[src/rtl/dot_pkg.sv]
// Shared widths, result-width derivation and stage-valid bundle for the dot-product datapath.
package dot_pkg;
  localparam int DATA_WIDTH        = 8;
  localparam int ADDR_WIDTH        = 4;
  localparam int NUMS_DATA_IN_BITS = 2;

  // Full-precision sum of 2^nb products of two dw-bit operands
  function automatic int acc_width(input int dw, input int nb);
    return 2 * dw + nb;
  endfunction

  typedef struct packed {
    logic s1;
    logic s2;
    logic s3;
  } stage_vld_t;
endpackage

[src/rtl/dot_product_mac.sv]
// S2 multiply and S3 accumulate stages of the dot-product pipeline.
// DOT_SIGNED_EN selects two's-complement operands, products and accumulator.
module dot_product_mac import dot_pkg::*; #(
  parameter int Data_Width = DATA_WIDTH,
  parameter int Acc_Width  = acc_width(DATA_WIDTH, NUMS_DATA_IN_BITS)
) (
  input  logic                  clk,
  input  logic                  flush,
  input  logic                  in_vld,
  input  logic                  in_last,
  input  logic [Data_Width-1:0] a,
  input  logic [Data_Width-1:0] b,
  output logic                  s2_vld,
  output logic                  s3_vld,
  output logic                  s3_last,
  output logic [Acc_Width-1:0]  acc
);
  localparam int PW = 2 * Data_Width;

  logic [PW-1:0]        mul, prod;
  logic [Acc_Width-1:0] prod_ext;
  logic                 s2_last;
  logic                 cont;

`ifdef DOT_SIGNED_EN
  assign mul      = PW'($signed(a)) * PW'($signed(b));
  assign prod_ext = Acc_Width'($signed(prod));
`else
  assign mul      = PW'(a) * PW'(b);
  assign prod_ext = Acc_Width'(prod);
`endif

  // cont is the inverse of the "first element" flag: clear means next element starts a sum
  always_ff @(posedge clk) begin
    if (flush) begin
      s2_vld  <= 1'b0;
      s2_last <= 1'b0;
      s3_vld  <= 1'b0;
      s3_last <= 1'b0;
      cont    <= 1'b0;
      acc     <= '0;
      prod    <= '0;
    end else begin
      s2_vld  <= in_vld;
      s2_last <= in_vld & in_last;
      if (in_vld) prod <= mul;
      s3_vld  <= s2_vld;
      s3_last <= s2_vld & s2_last;
      if (s2_vld) begin
        acc  <= cont ? acc + prod_ext : prod_ext;
        cont <= !s2_last;
      end
    end
  end
endmodule

[src/rtl/dot_product_datapath.sv]
// Four-stage multiply-accumulate datapath: S1 capture, S2/S3 in dot_product_mac, S4 writeback.
// Define DOT_SIGNED_EN for two's-complement arithmetic.
module dot_product_datapath import dot_pkg::*; #(
  parameter int Data_Width        = DATA_WIDTH,
  parameter int Addr_Width        = ADDR_WIDTH,
  parameter int Nums_Data_in_bits = NUMS_DATA_IN_BITS,
  parameter int Nums_Data         = 1 << Nums_Data_in_bits,
  parameter int Acc_Width         = acc_width(Data_Width, Nums_Data_in_bits)
) (
  input  logic                         clk,
  input  logic                         Comp_reset_n,
  input  logic                         Clear,
  input  logic                         In_Valid,
  input  logic [Data_Width-1:0]        Data_A,
  input  logic [Data_Width-1:0]        Data_B,
  output logic                         Out_Valid,
  output logic [Acc_Width-1:0]         Out_Data,
  output logic [Addr_Width-1:0]        Out_Addr,
  output logic                         Busy,
  output logic [Nums_Data_in_bits-1:0] Elem_Count
);
  stage_vld_t            vld;
  logic                  flush;
  logic                  s1_vld, s1_last;
  logic [Data_Width-1:0] s1_a, s1_b;
  logic                  s2_vld, s3_vld, s3_last;
  logic [Acc_Width-1:0]  acc;

  assign flush = !Comp_reset_n || Clear;
  assign vld   = '{s1: s1_vld, s2: s2_vld, s3: s3_vld};
  assign Busy  = |vld;

  always_ff @(posedge clk) begin
    if (flush) begin
      s1_vld     <= 1'b0;
      s1_last    <= 1'b0;
      Elem_Count <= '0;
    end else begin
      s1_vld  <= In_Valid;
      s1_last <= In_Valid && (Elem_Count == Nums_Data_in_bits'(Nums_Data - 1));
      if (In_Valid) begin
        s1_a       <= Data_A;
        s1_b       <= Data_B;
        Elem_Count <= Elem_Count + Nums_Data_in_bits'(1);
      end
    end
  end

  dot_product_mac #(
    .Data_Width (Data_Width),
    .Acc_Width  (Acc_Width)
  ) u_mac (
    .clk     (clk),
    .flush   (flush),
    .in_vld  (s1_vld),
    .in_last (s1_last),
    .a       (s1_a),
    .b       (s1_b),
    .s2_vld  (s2_vld),
    .s3_vld  (s3_vld),
    .s3_last (s3_last),
    .acc     (acc)
  );

  // Out_Addr survives Clear; it advances once per completed write
  always_ff @(posedge clk) begin
    if (!Comp_reset_n) begin
      Out_Valid <= 1'b0;
      Out_Data  <= '0;
      Out_Addr  <= '0;
    end else begin
      Out_Valid <= s3_last && !Clear;
      if (s3_last && !Clear) Out_Data <= acc;
      if (Out_Valid) Out_Addr <= Out_Addr + Addr_Width'(1);
    end
  end
endmodule

[config.mk]
export PLATFORM = sky130hd
export DESIGN_NAME = dot_product_datapath
export DESIGN_NICKNAME = d
export VERILOG_FILES = /design/src/rtl/dot_pkg.sv /design/src/rtl/dot_product_mac.sv /design/src/rtl/dot_product_datapath.sv
export SDC_FILE = /design/constraint.sdc
export NUM_CORES = 1
export LEC_CHECK = 0
export ABC_CLOCK_PERIOD_IN_PS = 6300
export CAP_MARGIN = 10
export CORE_MARGIN = 1.5
export CORE_UTILIZATION = 60
export DETAILED_ROUTE_END_ITERATION = 10
export GPL_ROUTABILITY_DRIVEN = 1
export HOLD_SLACK_MARGIN = 0.05
export PLACE_DENSITY = 0.85
export REMOVE_ABC_BUFFERS = 1
export SLEW_MARGIN = 20
export SYNTH_ARGS = -nofsm -noshare
export SYNTH_HDL_FRONTEND = slang
export SYNTH_SLANG_ARGS = --single-unit
[constraint.sdc]
create_clock -name clk -period 6.3 [get_ports clk]
set_input_delay 0.63 -clock clk [delete_from_list [all_inputs] [get_ports clk]]
set_output_delay 0.63 -clock clk [all_outputs]
set_load 0.05 [all_outputs]
# Word-level counts from Yosys, hierarchy flattened

Index checks and enable logic that the tools add are counted.

Bits in writable memories: 0
Memories: 0
Input bits: 20
ROM bits: 0
Latch bits: 0
Logic and storage cells: 32
Register bits after elaboration: 82

Reduce and logical (&&, ||, !) cells: 8
Bitwise logic cells: 3
$lt $le $gt $ge: 0
Multiply operators: 1
Div/mod/pow operators: 0
$add $sub $neg: 3
Multiplexer cells: 1
Equal/unequal tests: 1
Shift-type cells: 0

Operators with widths:

| kind                                         | count |
|---|---|
| adder 18 x 16 -> 18 bit                      | 1 |
| two-way mux 18 bit                           | 1 |
| multiplier 8 x 8 -> 16 bit                   | 1 |
| adder 4 x 1 -> 4 bit (second input constant) | 1 |
| logical NOT 1 bit                            | 3 |
| OR reduction 3 bit                           | 1 |
| adder 2 x 1 -> 2 bit (second input constant) | 1 |
| bitwise AND 1 bit                            | 2 |
| equality test 2 bit (second input constant)  | 1 |
| logical AND 1 bit                            | 2 |
| AND reduction 2 bit                          | 1 |
| logical OR 1 bit                             | 1 |
| inverter 1 bit                               | 1 |

# Logic depth before layout (Yosys ltp)

Gate-level depths: netlist (run 1).

Depth after elaboration: 4
Mapped depth: 17
Mapped depth without buffers: 17

# Cells and area by module

From an unflattened synthesis (run 1), not the netlist that was laid out.

Cell total of the unflattened synthesis: 645
Area, all modules: 6009.5 µm²

Modules (own cells, without submodules):

| module               | area an instance (µm²) | cells each | sequential area each (µm²) | times used |
|---|---|---|---|---|
| dot_product_mac      | 4428.0                 | 517        | 780.7                      | 1 |
| dot_product_datapath | 1581.5                 | 128        | 1021.0                     | 1 |

# Worst setup path after synthesis (run 1)

No wires, ideal clock.

Kind: flip-flop to flip-flop
Start point: register s1_a[2]
End point: register u_mac.prod[15]
Path slack: 2.260 ns
Setup time: 0.131 ns
Arrival time: 3.909 ns
Cell stages (with the launch flop): 15
Cell sequence: edfxtp_1 and2_1 fa_1 fa_1 fa_1 inv_1 fa_1 inv_1 ha_1 o21a_1 nor2_1 a21oi_2 a211oi_1 xnor2_1 a21oi_1

Cells in the longest elaborated chain, start to end: 1

Ends and longest elaborated chain:

| element                    | line                       | RTL |
|---|---|---|
| start: declaration         | dot_product_datapath.sv:25 | `logic [Data_Width-1:0] s1_a, s1_b;` |
| start signal: assignment   | dot_product_datapath.sv:42 | `s1_a <= Data_A;` |
| multiplier 8 x 8 -> 16 bit | dot_product_mac.sv:29      | `assign mul = PW'(a) * PW'(b);` |
| end signal: assignment     | dot_product_mac.sv:46      | `if (in_vld) prod <= mul;` |
| end: declaration           | dot_product_mac.sv:20      | `logic [PW-1:0] mul, prod;` |

No other way between the ends.
A chain may end at the register's enable or synchronous reset.

# Worst setup path in the final report (run 1)

Same ends and word-level chain as after synthesis.

==> impl_metrics.sql, run 1 <==
INSERT INTO impl_metrics (metric_group, metric, value, unit) VALUES
('status', 'status', 'finished, final reports clean', ''),
('route', 'wire_per_inst', '14.38', 'um'),
('sta', 'post-route-min-period', '4.396', 'ns'),
('synthesis', 'post_synth_fa_ha_maj_area_fraction', '24.18', '%'),
('route', 'drt_first_pass_iters', '6', ''),
('place', 'numPlacedInstances', '792', ''),
('sta', 'max-slew-margin-rel', '32.71', '%'),
('cts', 'tritoncts_num_sinks', '82', ''),
('sta', 'max_clock_freq', '0.2275', 'GHz'),
('place', 'place_area', '6399', 'um^2'),
('synthesis', 'ys_seq_area_share', '30.76', '%'),
('synthesis', 'synth_top_family_by_area', 'adder cells', ''),
('worst_setup_path', 'critical-path-slowest-cell', 'sky130_fd_sc_hd__fa_1', ''),
('power_and_ir_drop', 'powerDensity', '222.3', 'nW/um^2'),
('synthesis', 'synth_top_area_cell', 'sky130_fd_sc_hd__dfxtp_1', ''),
('cts', 'clk-insertion-delay-late', '0.36', 'ns'),
('synthesis', 'yosys-mux-area-fraction', '3.589', '%'),
('worst_setup_path', 'crit_path_frequent_cell', 'sky130_fd_sc_hd__fa_1', ''),
('min_path', 'holdCritPathClass', 'flop to flop', ''),
('synthesis', 'synthSimpleGateAreaFrac', '17.97', '%'),
('layout', 'layout-area-overhead-vs-synth', '13.25', '%'),
('global_route', 'grt_max_degree', '37', ''),
('cts', 'cts_made_buffers', '9', ''),
('synthesis', 'synth_warnings', '0', ''),
('layout', 'post_layout_nonfiller_instances', '808', ''),
('worst_setup_path', 'setup.worst_path.class', 'flop to flop', ''),
('floorplanning', 'starting_density', '62.50', '%'),
('cts', 'clock_path_buffers', '2', ''),
('global_route', 'initial_antenna_violation_count', '0', ''),
('floorplanning', 'floorplan.io_pins', '46', ''),
('global_route', 'grt_pass1_wl', '20080', 'um'),
('route', 'drt.antenna.violating_nets', '0', ''),
('global_route', 'grt-ovfl-total', '0', ''),
('floorplanning', 'floorplan.die_area', '10360', 'um^2'),
('synthesis', 'yosys.area_share.xor_xnor', '3.439', '%'),
('sta', 'max_slew.worst_pin.slew', '1.008', 'ns'),
('cts', 'cts_htree_levels', '3', ''),
('synthesis', 'yosys.cell_types.count', '50', ''),
('cts', 'cts.repair_timing.setup_buffer_count', '0', ''),
('synthesis', 'synthesis.instances', '638', ''),
('worst_setup_path', 'timing.critical_path.from_type', 'flop', ''),
('sta', 'rsz0062_at_grt', 'false', ''),
('sta', 'final-max-slew-violation-count', '0', ''),
('global_route', 'grt_use_total', '24.25', '%'),
('worst_setup_path', 'worst_path_dominant_cell_family', 'adder cells', ''),
('synthesis', 'cell_area_after_technology_mapping', '5857', 'um^2'),
('route', 'viasPerCell', '5.647', ''),
('power_and_ir_drop', 'p_leak', '2.780', 'nW'),
('cts', 'cts_resized', '0', ''),
('sta', 'worst_clock_skew', '0.01510', 'ns'),
('worst_setup_path', 'endpoint_kind', 'flop', ''),
('sta', 'fin_tns_setup', '0', 'ns'),
('global_route', 'grt_pass1_vias', '4606', ''),
('worst_setup_path', 'cp.required', '6.49', 'ns'),
('synthesis', 'ys_ff_latch', '82', ''),
('route', 'route.vias.total', '4563', ''),
('sta', 'min_period_over_period', '69.77', '%'),
('layout', 'insertedDiodeCount', '0', ''),
('worst_setup_path', 'worst-path-max-fanout', '8', ''),
('layout', 'post_route_cells_drive_above_1_share', '5.007', '%'),
('worst_setup_path', 'cp_cell_sequence', 'and2_1 > fa_1 > fa_1 > fa_1 > inv_1 > fa_1 > inv_1 > ha_1 > o21a_1 > nor2_1 > a21oi_2 > a211oi_1 > xnor2_1 > a21oi_1', ''),
('sta', 'report.final.setup_viol', '0', ''),
('synthesis', 'synth_area_in_compound_gates', '15.08', '%'),
('cts', 'tritoncts', 'done', ''),
('layout', 'final_area', '6633', 'um^2'),
('run', 'drv.max_cap_violation_count', '0', ''),
('synthesis', 'synth_async_sr_flop_share', '0', '%'),
('cts', 'clkTransAtPathRegs', '0.10', 'ns'),
('worst_setup_path', 'worst-path-buf-inv', '2', ''),
('route', 'detail_route.drc_violations', '0', ''),
('floorplanning', 'die-width', '101.8', 'um');
## worst register-to-register path, stage by stage, from the launching register on
cell	delay, ns
sky130_fd_sc_hd__edfxtp_1	0.51
sky130_fd_sc_hd__and2_1	0.24
sky130_fd_sc_hd__fa_1	0.50
sky130_fd_sc_hd__fa_1	0.52
sky130_fd_sc_hd__fa_1	0.54
sky130_fd_sc_hd__inv_1	0.05
sky130_fd_sc_hd__fa_1	0.52
sky130_fd_sc_hd__inv_1	0.04
sky130_fd_sc_hd__ha_1	0.33
sky130_fd_sc_hd__o21a_1	0.20
sky130_fd_sc_hd__nor2_1	0.18
sky130_fd_sc_hd__a21oi_2	0.08
sky130_fd_sc_hd__a211oi_1	0.27
sky130_fd_sc_hd__xnor2_1	0.16
sky130_fd_sc_hd__a21oi_1	0.08
## state kept, by name (all words and copies together) (netlist names)
register	flops
s1_a	8
s1_vld	1
u_mac.s3_vld	1
u_mac.s3_last	1
u_mac.s2_last	1
u_mac.acc	18
u_mac.prod	16
Out_Addr	4
u_mac.s2_vld	1
s1_b	8
Out_Data	18
Out_Valid	1
Elem_Count	2
s1_last	1
u_mac.cont	1
## final timing paths
check                                      end  slack (ns)  cells after the start     startpoint
worst max register to register  u_mac.prod[15]        1.90                     14        s1_a[2]
worst min register to register      u_mac.cont        0.44                      1  u_mac.s2_last
worst max-delay path            u_mac.prod[15]        1.90                     14        s1_a[2]
worst min-delay path                u_mac.cont        0.44                      1  u_mac.s2_last
## report_power, final
group          switching, mW  internal (mW)
Sequential            0.0176          0.546
Clock                  0.210          0.231
Combinational          0.260          0.211
Total                  0.487          0.987
## placed cells by master, fill, tap and decap left out, drive strengths merged, types with 7 or more instances in the layout
| cell | count |
|---|---|
| edfxtp | 16 |
| a21boi | 20 |
| o21ai | 35 |
| ha | 54 |
| a21oi | 30 |
| nor2b | 7 |
| clkdlybuf4s50 | 45 |
| and2 | 63 |
| inv | 59 |
| fa | 37 |
| xor2 | 9 |
| mux2i | 21 |
| dfxtp | 66 |
| xnor2 | 14 |
| nand2 | 72 |
| clkbuf | 9 |
| nor2 | 36 |
| a211oi | 17 |
## synthesized netlist by cell type (all sizes together), types with 7 or more instances
| cell type | n |
|---|---|
| nand2 | 72 |
| xnor2 | 14 |
| clkbuf | 17 |
| edfxtp | 16 |
| a21boi | 20 |
| a21oi | 30 |
| inv | 55 |
| nor2b | 7 |
| xor2 | 9 |
| a211oi | 17 |
| and2 | 63 |
| ha | 54 |
| mux2i | 21 |
| fa | 37 |
| nor2 | 36 |
| o21ai | 35 |
| dfxtp | 66 |
## cells by family after synthesis
family | after synthesis
AND/OR/NAND/NOR | 212
flip-flops | 82
multiplexers | 21
XOR/XNOR | 23
buffers and inverters | 77
adder cells (fa/ha/maj) | 91
AO/OA/AOI/OAI | 132
## area by class of cell
cell class                 count  area (um^2)
clock buffer                   9        123.9
clock inverter                 7        106.4
fill                         717         2739
inverter                      55        206.4
multi-input combinational    479         3766
sequential                    82         1803
tap                          129        161.4
timing repair buffer          47        465.4
## metal layers
metal / wire (um) / GRT usage, %
met4: 312 / 9.402
met5: 0 / 0
met3: 557 / 4.762
met2: 5928 / 44.10
met1: 4818 / 28.00
## stage by stage
stage | hold slack (ns) | utilization [%] | power (mW) | setup slack, ns
floorplan | 0.4112 | - | 0.9356 | 2.236
global placement | 0.4164 | 68.28 | 1.016 | 2.104
detailed placement | 0.4286 | 68.28 | 1.037 | 1.948
CTS | 0.4406 | 70.73 | 1.480 | 1.909
global route | 0.4446 | 70.77 | 1.575 | 1.667
finish | 0.4359 | 70.77 | 1.475 | 1.904
No activity file was read; power rests on OpenSTA's default activity.
==> inputs of run 2 (changes only) <==
ABC_CLOCK_PERIOD_IN_PS = 4200   (was 6300)
clock period = 4.2 ns   (was 6.3 ns; I/O delays follow)
==> impl_metrics.sql, run 2 (synthesis gave the netlist of run 1 again) <==
INSERT INTO impl_metrics (metric_group, metric, value, unit) VALUES
('layout', 'reg.largest.list', 'Out_Data x18, u_mac.acc x18, u_mac.prod x16', ''),
('cts', 'clkTransAtPathRegs', '0.09', 'ns'),
('cts', 'tritoncts', 'done', ''),
('layout', 'insertedDiodeCount', '0', ''),
('worst_setup_path', 'timing.critical_path.arrival', '4.36', 'ns'),
('worst_setup_path', 'critical-path-max-stage-delay', '0.55', 'ns'),
('sta', 'worst_clock_skew', '0.01263', 'ns'),
('sta', 'rsz0062_at_grt', 'true', ''),
('worst_setup_path', 'cp_cell_sequence', 'buf_4 > and2_1 > ha_1 > fa_1 > ha_1 > inv_1 > fa_1 > inv_1 > ha_1 > a21o_1 > a211oi_4 > o21ai_2 > a311oi_2 > xnor2_1 > mux2i_1 > nor2_1', ''),
('route', 'route.final.wire_length', '13140', 'um'),
('status', 'status', 'finished, final reports clean', ''),
('global_route', 'grt_use_total', '25.39', '%'),
('sta', 'report.final.setup_viol', '0', ''),
('run', 'drv.max_cap_violation_count', '0', ''),
('cts', 'clock_path_buffers', '2', ''),
('global_route', 'grt-ovfl-total', '0', ''),
('floorplanning', 'core.rowCount', '35', ''),
('sta', 'post-route-min-period', '4.159', 'ns'),
('sta', 'min_period_over_period', '99.03', '%'),
('cts', 'cts_root_buf', 'sky130_fd_sc_hd__clkbuf_8', ''),
('place', 'place.detailed.hpwl', '9246', 'um'),
('route', 'drt_iter0_drc', '247', ''),
('layout', 'postLayoutCoreUtil', '75.27', '%'),
('cts', 'cts_htree_levels', '3', ''),
('sta', 'number_of_failing_hold_endpoints_at_the_final_stage', '0', ''),
('sta', 'hold_slack', '0.4365', 'ns'),
('layout', 'layout-area-overhead-vs-synth', '20.44', '%'),
('cts', 'cts_made_buffers', '9', ''),
('worst_setup_path', 'timing.critical_path.from_type', 'flop', ''),
('worst_setup_path', 'setup.worst_path.class', 'flop to flop', ''),
('route', 'detail_route.drc_violations', '0', ''),
('place', 'gp_routability_congestion', '1.003', ''),
('worst_setup_path', 'critical-path-slowest-cell', 'sky130_fd_sc_hd__fa_1', ''),
('sta', 'final-max-slew-violation-count', '0', ''),
('layout', 'layout.cells.most_common', 'sky130_fd_sc_hd__nand2_1', ''),
('layout', 'post_route_cells_drive_above_1_share', '13.92', '%'),
('route', 'wire_per_inst', '15.77', 'um'),
('global_route', 'initial_antenna_violation_count', '0', ''),
('route', 'viasPerCell', '5.648', ''),
('global_route', 'grt_pass1_vias', '4617', ''),
('worst_setup_path', 'endpoint_kind', 'flop', ''),
('floorplanning', 'core_area', '9371', 'um^2'),
('layout', 'finalNetCount', '811', ''),
('cts', 'clk-insertion-delay-late', '0.37', 'ns'),
('worst_setup_path', 'cp.required', '4.40', 'ns'),
('global_route', 'grt_pass1_wl', '20640', 'um'),
('floorplanning', 'floorplan.io_pins', '46', ''),
('sta', 'max-slew-margin-rel', '25.77', '%'),
('worst_setup_path', 'worst-path-max-fanout', '5', ''),
('floorplanning', 'die-width', '101.8', 'um'),
('route', 'route.vias.total', '4705', ''),
('sta', 'max_clock_freq', '0.2404', 'GHz'),
('cts', 'tritoncts_num_sinks', '82', ''),
('place', 'placement.setup.worst_slack', '-0.06404', 'ns'),
('power_and_ir_drop', 'powerDensity', '366.1', 'nW/um^2'),
('layout', 'final_cell_mix', 'sky130_fd_sc_hd__nand2_1 (70), sky130_fd_sc_hd__dfxtp_1 (66), sky130_fd_sc_hd__and2_1 (53), sky130_fd_sc_hd__inv_1 (51), sky130_fd_sc_hd__ha_1 (46)', ''),
('floorplanning', 'die_height', '101.8', 'um'),
('power_and_ir_drop', 'p_leak', '2.935', 'nW'),
('floorplanning', 'starting_density', '62.50', '%'),
('power_and_ir_drop', 'ir_worst_vdd', '0.0002107', 'V'),
('place', 'port-buffer-count', '45', ''),
('sta', 'setup_ws', '0.04093', 'ns'),
('sta', 'fin_tns_setup', '0', 'ns'),
('floorplanning', 'floorplan.die_area', '10360', 'um^2'),
('global_route', 'grt_max_degree', '37', ''),
('worst_setup_path', 'crit_path_frequent_cell', 'sky130_fd_sc_hd__ha_1', ''),
('route', 'drt.antenna.violating_nets', '0', ''),
('route', 'drt_first_pass_iters', '4', ''),
('sta', 'max_slew.worst_pin.slew', '1.114', 'ns'),
('min_path', 'holdCritPathClass', 'flop to flop', '');
==> run 2: what timing repair did <==
item / in CTS / in global routing
pin swaps: 4 / 46
setup buffers: 5 / 10
endpoints found under the setup margin: 5 / 7
hold buffers: 0 / 0
resized for setup: 13 / 38
==> run 2: final cells by class <==
class,instances,area (um^2)
clock buffer,10,148.9
clock inverter,5,85.08
fill,662,2317
inverter,55,206.4
multi-input combinational,479,3986
sequential,82,1802
tap,129,161.4
timing repair buffer,73,664.4
==> run 2: report_power, final <==
part | internal, mW | leakage [nW] | switching [mW] | total [mW]
clock network | 0.371 | 0.114 | 0.306 | 0.677
logic | 0.516 | 2.14 | 0.553 | 1.07
registers | 0.818 | 0.679 | 0.0188 | 0.837
total | 1.70 | 2.93 | 0.878 | 2.58
==> run 2: worst paths after layout <==
| path | start | cells past startpoint | slack, ns | end |
|---|---|---|---|---|
| setup / recovery | s1_a[0] | 16 | 0.04 | u_mac.prod[14] |
| hold reg to reg | u_mac.s2_last | 1 | 0.44 | u_mac.cont |
| hold / removal | u_mac.s2_last | 1 | 0.44 | u_mac.cont |
| setup reg to reg | s1_a[0] | 16 | 0.04 | u_mac.prod[14] |
==> run 2: worst max-delay path: cells and delay by family, from the launching register on <==
| family | cells | cell delay [ns] |
|---|---|---|
| fa+ha+maj | 5 | 1.84 |
| compound gates | 4 | 0.84 |
| flops | 1 | 0.47 |
| buf+inv | 3 | 0.33 |
| simple gates | 2 | 0.23 |
| mux | 1 | 0.16 |
| xor+xnor | 1 | 0.11 |
==> run 2: layer usage <==
metal | GRT usage (%) | wire length, um | up-vias
met5 | 0 | 0 | -
met1 | 29.11 | 5359 | 2272
met2 | 46.36 | 6906 | 127
li1 | - | - | 2274
met4 | 9.722 | 344 | 0
met3 | 5.107 | 526 | 32
==> run 2: per-stage QoR <==
stage / std cells / cell area (um^2) / power [mW]
final: 833 / 7054 / 2.583
after global placement: 803 / 6481 / 1.548
after floorplan: 616 / 5772 / 1.403
after global routing: 833 / 7054 / 2.702
after CTS: 823 / 6805 / 2.312
after detailed placement: 803 / 6481 / 1.584
==> inputs of run 3 (changes only) <==
GPL_TIMING_DRIVEN = 1   (was unset)
==> results of run 3 <==
The final DEF is identical to that of run 2; final timing and power are the same.
